$ cat src/rtl/sa_autosa_bdma_rd_cdt_ctrl.sv
// sa_autosa_bdma_rd_cdt_ctrl: routes BDMA load read requests to MCIF/CVIF, gated by
// per-port latency-FIFO credits, with stall/idle/error reporting.
module sa_autosa_bdma_rd_cdt_ctrl #(
  parameter int LAT_DEPTH = 256,
  parameter int CW = $clog2(LAT_DEPTH + 1)
) (
  input  logic        autosa_core_clk,
  input  logic        autosa_core_rstn,
  input  logic        ld_rd_req_valid,
  output logic        ld_rd_req_ready,
  input  logic [78:0] ld_rd_req_pd,
  input  logic        ld_rd_req_ram_type,
  output logic        bdma2mcif_rd_req_valid,
  input  logic        bdma2mcif_rd_req_ready,
  output logic [78:0] bdma2mcif_rd_req_pd,
  output logic        bdma2cvif_rd_req_valid,
  input  logic        bdma2cvif_rd_req_ready,
  output logic [78:0] bdma2cvif_rd_req_pd,
  input  logic        bdma2mcif_rd_cdt_lat_fifo_pop,
  input  logic        bdma2cvif_rd_cdt_lat_fifo_pop,
  output logic        rd_cdt_stall_inc,
  output logic        rd_cdt_idle,
  output logic        rd_cdt_err
);
  localparam logic [15:0] DEPTH16 = 16'(LAT_DEPTH);
  localparam logic [CW-1:0] DEPTH = CW'(LAT_DEPTH);
  logic [CW-1:0] avail_m, avail_c, avail_m_n, avail_c_n, debit, deb_m, deb_c;
  logic [15:0] need, dest_avail;
  logic [78:0] stage_pd;
  logic stage_vld, stage_dest, stage_vld_n;
  logic oversize, credit_ok, stage_free, accept, ovf_m, ovf_c;

  assign need = {1'b0, ld_rd_req_pd[78:64]} + 16'd1;
  assign dest_avail = 16'(ld_rd_req_ram_type ? avail_c : avail_m);
  assign oversize = need > DEPTH16;
  // An oversize request drains the whole FIFO, so it waits for a completely full counter.
  assign credit_ok = (need <= dest_avail) || (oversize && dest_avail == DEPTH16);
  assign stage_free = !stage_vld || (stage_dest ? bdma2cvif_rd_req_ready : bdma2mcif_rd_req_ready);
  assign ld_rd_req_ready = stage_free && credit_ok;
  assign accept = ld_rd_req_valid && ld_rd_req_ready;
  assign debit = oversize ? DEPTH : need[CW-1:0];
  assign deb_m = (accept && !ld_rd_req_ram_type) ? debit : '0;
  assign deb_c = (accept && ld_rd_req_ram_type) ? debit : '0;
  assign ovf_m = bdma2mcif_rd_cdt_lat_fifo_pop && avail_m == DEPTH && deb_m == '0;
  assign ovf_c = bdma2cvif_rd_cdt_lat_fifo_pop && avail_c == DEPTH && deb_c == '0;
  assign avail_m_n = ovf_m ? DEPTH : avail_m - deb_m + CW'(bdma2mcif_rd_cdt_lat_fifo_pop);
  assign avail_c_n = ovf_c ? DEPTH : avail_c - deb_c + CW'(bdma2cvif_rd_cdt_lat_fifo_pop);
  assign stage_vld_n = accept || !stage_free;

  assign bdma2mcif_rd_req_valid = stage_vld && !stage_dest;
  assign bdma2cvif_rd_req_valid = stage_vld && stage_dest;
  assign bdma2mcif_rd_req_pd = stage_pd;
  assign bdma2cvif_rd_req_pd = stage_pd;

  always_ff @(posedge autosa_core_clk or negedge autosa_core_rstn) begin
    if (!autosa_core_rstn) begin
      avail_m <= DEPTH;
      avail_c <= DEPTH;
      stage_vld <= 1'b0;
      stage_dest <= 1'b0;
      stage_pd <= '0;
      rd_cdt_stall_inc <= 1'b0;
      rd_cdt_idle <= 1'b1;
      rd_cdt_err <= 1'b0;
    end else begin
      avail_m <= avail_m_n;
      avail_c <= avail_c_n;
      stage_vld <= stage_vld_n;
      if (accept) begin
        stage_dest <= ld_rd_req_ram_type;
        stage_pd <= ld_rd_req_pd;
      end
      rd_cdt_stall_inc <= ld_rd_req_valid && stage_free && !credit_ok;
      rd_cdt_idle <= !stage_vld_n && avail_m_n == DEPTH && avail_c_n == DEPTH;
      rd_cdt_err <= rd_cdt_err || (accept && oversize) || ovf_m || ovf_c;
    end
  end
endmodule

$ cat config.mk
export PLATFORM = sky130hd
export DESIGN_NAME = sa_autosa_bdma_rd_cdt_ctrl
export DESIGN_NICKNAME = d
export VERILOG_FILES = /design/src/rtl/sa_autosa_bdma_rd_cdt_ctrl.sv
export SDC_FILE = /design/constraint.sdc
export NUM_CORES = 1
export LEC_CHECK = 0
export BUFFER_PORTS_ARGS = -buffer_cell sky130_fd_sc_hd__buf_2
export CORE_ASPECT_RATIO = 0.8
export CORE_UTILIZATION = 45
export DETAILED_ROUTE_END_ITERATION = 8
export PLACE_DENSITY = 0.83
export SLEW_MARGIN = 20
export SYNTH_ARGS = -nofsm -noshare
export SYNTH_HDL_FRONTEND = slang
export SYNTH_SLANG_ARGS = --single-unit
$ cat constraint.sdc
create_clock -name autosa_core_clk -period 10.5 [get_ports autosa_core_clk]
set_clock_uncertainty 0.2 [all_clocks]
set_input_delay 0.525 -clock autosa_core_clk [delete_from_list [all_inputs] [get_ports autosa_core_clk]]
set_output_delay 0.525 -clock autosa_core_clk [all_outputs]
set_load 0.005 [all_outputs]
==> impl_metrics.csv <==
group,metric,value,unit
outcome,status,"complete, no violations",
die,initial_core_util,0.467,
critical_path,required,10.58,ns
timing,report.final.hold_viol_count,0,
critical_path,cp_num_buf_inv,4,
route,post-route-drc-count,0,
layout,final_nets,833,
critical_path,critPathMaxFanout,56,
timing,min_period,6.56,ns
placed_design,routabilityCongestion,0.936,
placed_design,dp.final_hpwl,11900,microns
pwr,cellPowerDensity,283,mW/mm^2
global_routing,grt_pass1_wl,23600,microns
layout,diodes,0,
global_routing,globalRouteOverflowTotal,0,
die,core,0.0131,sq mm
synthesis,synth_enable_flop_cells,0,
die,fp.dieW,132,microns
route,drt_iter0_drc,263,
global_routing,track_usage,0.218,
timing,worstMarginPinSlew,0.707,ns
route,via_per_inst,5.15,
worst_hold_path,holdCritPathClass,"input pin to flop",
global_routing,grt_max_degree,57,
synthesis,ys_ff_latch,102,
placed_design,portBuffers,250,
synthesis,synth_nets,664,
route,wl,15100,microns
route,wire_per_inst,17.1,microns
route,ant_nets,0,
layout,fin_util,0.553,
die,die_area,0.0140,sq mm
critical_path,critPathSlowestCell,"buf_4",
die,boundaryPins,251,
layout,mostFrequentLayoutCell,"buf_2",
pwr,p_total,2.05,mW
cts,clk_latency,0.34,ns
layout,synthToLayoutAreaGrowth,18.4,%
layout,layout-drive-gt1-share,0.513,
global_routing,antenna_found_initial,0,
global_routing,grt_pass1_vias,4393,
cts,tritoncts,"yes",
critical_path,crit_path_max_incr_delay,0.64,ns
synthesis,postSynthAreaPerCell,11.4,sq um
cts,htree_num_levels,3,
die,dieHeight,106,microns
critical_path,arrival,6.64,ns
cts,clk_transition_reported_paths,0.07,ns
layout,final_cell_mix,"249 x buf_2, 99 x dfrtp_1, 79 x mux2_2, 41 x ha_1, 28 x nor2_1",
synthesis,syn_inst,534,
die,rows,37,
critical_path,critPathTopFamily,"compound AO/OA/AOI/OAI gates",
critical_path,critPathKind,"input pin to flop",
pwr,total_leakage_power,3.83,nW
timing,slew_headroom,0.527,
cts,numClockSinks,102,
timing,fin_crit_sh,0.625,
synthesis,syn_area,0.00609,sq mm
critical_path,critPathLaunchType,"input pin",
cts,cts_buffers,9,
run,drv_cap,0,
timing,drv_slew,0,
timing,fin_tns_setup,0,ns
timing,grt_setup_unrepaired,"no",
cts,cts_buffer_depth,2,
synthesis,ys_warn_count,0,
critical_path,endpoint_kind,"flop",
synthesis,async_reset_ff_frac,1.00,
route,vias,4541,
timing,setup_viol,0,
synthesis,yosysUniqueCellTypes,58,
synthesis,ys.flop_type,"dfrtp_1",
timing,clock.fmax,0.152,GHz
pwr,vdd_ir_drop_max,0.124,mV
critical_path,cp_common_cell,"nand2_1",
route,first_pass_iters,4,
cts,cts_root_buf,"clkbuf_16",
synthesis,seq_area_frac_synth,0.419,
-- where the power goes --
part	total, mW	internal, mW	switching [mW]	leakage, nW
clock	0.318	0.165	0.154	0.139
combinational	1.02	0.527	0.489	2.40
sequential	0.712	0.566	0.146	1.29
-- worst paths after layout --
path	cells past startpoint	from	slack, ns	to
min in group asynchronous	2	autosa_core_rstn	0.53	bdma2cvif_rd_req_pd[54]$_DFFE_PN0N_
min reg2reg	1	rd_cdt_err$_DFF_PN0_	0.27	rd_cdt_err$_DFF_PN0_
min	2	ld_rd_req_pd[15]	0.21	bdma2cvif_rd_req_pd[15]$_DFFE_PN0N_
max	27	ld_rd_req_pd[64]	3.94	rd_cdt_idle$_DFF_PN1_
max in group asynchronous	3	autosa_core_rstn	8.44	bdma2cvif_rd_req_pd[53]$_DFFE_PN0N_
max reg2reg	23	avail_c[1]$_DFF_PN0_	4.56	rd_cdt_idle$_DFF_PN1_
-- synthesized netlist by cell type (9+ instances only) --
cell type   n  share of area
dfrtp_1    99           0.41
buf_4      81           0.10
mux2_2     79           0.15
ha_1       41          0.084
nor2_1     28          0.017
inv_1      14         0.0086
xnor2_1    14          0.020
a21oi_1    13          0.011
nand2_1    12         0.0074
buf_2      11         0.0090
nand4_1    11          0.011
mux2i_1    10          0.016
o21ai_0    10         0.0082
nand3_1     9         0.0074
nor2b_1     9         0.0092
-- layout make-up --
class / count / area [sq um]
Timing Repair Buffer: 256 / 1300
Clock buffer: 9 / 225
Clock inverter: 6 / 57.6
Multi-Input combinational cell: 320 / 2800
Fill cell: 1134 / 5840
Inverter: 14 / 52.6
Sequential cell: 102 / 2560
Tap cell: 175 / 219
-- sequential cells by signal, indices dropped and copies added, names as in the netlist --
name / count
bdma2cvif_rd_req_pd: 79
stage_dest: 1
stage_vld: 1
rd_cdt_stall_inc: 1
avail_m: 9
rd_cdt_idle: 1
rd_cdt_err: 1
avail_c: 9
-- worst reg2reg max path, stage by stage (launching register included) --
cell	delay (ns)
dfrtp_1	0.42
mux2i_1	0.23
ha_1	0.28
nor2b_1	0.13
o211ai_1	0.20
a211oi_1	0.10
a2111o_1	0.46
a21oi_4	0.18
buf_4	0.41
buf_4	0.66
nand2_1	0.20
nor3_1	0.17
ha_1	0.15
inv_1	0.04
ha_1	0.19
fa_1	0.41
a21o_1	0.19
nand2_1	0.07
a21oi_1	0.08
o41ai_1	0.31
xnor2_1	0.20
nand2_1	0.08
nor4bb_1	0.29
o221a_1	0.24
-- per-stage QoR --
stage,cell area (sq um),setup WS (ns),instances,hold slack [ns]
2_1_floorplan,6090,4.75,534,0.0294
4_1_cts,7220,3.97,882,0.194
3_3_place_gp,6920,3.80,866,0.268
6_report,7220,3.94,882,0.205
5_1_grt,7220,3.41,882,0.193
3_5_place_dp,6920,3.64,866,0.267
-- routing by layer --
| layer | up-vias | GRT usage | part of all wire |
|---|---|---|---|
| li1 | 2159 | - | - |
| met1 | 2159 | 0.297 | 0.44 |
| met4 | 0 | 0.0789 | 0.023 |
| met5 | - | 0 | 0 |
| met3 | 21 | 0.0415 | 0.063 |
| met2 | 202 | 0.345 | 0.47 |
-- timing repair --
| action | in CTS | in global routing |
|---|---|---|
| setup endpoints to repair | 0 | 0 |
| resized for setup | 0 | 0 |
| setup buffers | 0 | 0 |
| endpoints found under the hold margin | 1 | 0 |
| hold buffers | 1 | 0 |
-- cell families after synthesis --
group,share of synthesized area
buf+inv,0.122
simple gates,0.0969
flops,0.419
mux,0.164
compound gates,0.0677
fa+ha+maj,0.0926
xor+xnor,0.0367
Power figures use the tool's default switching activity.
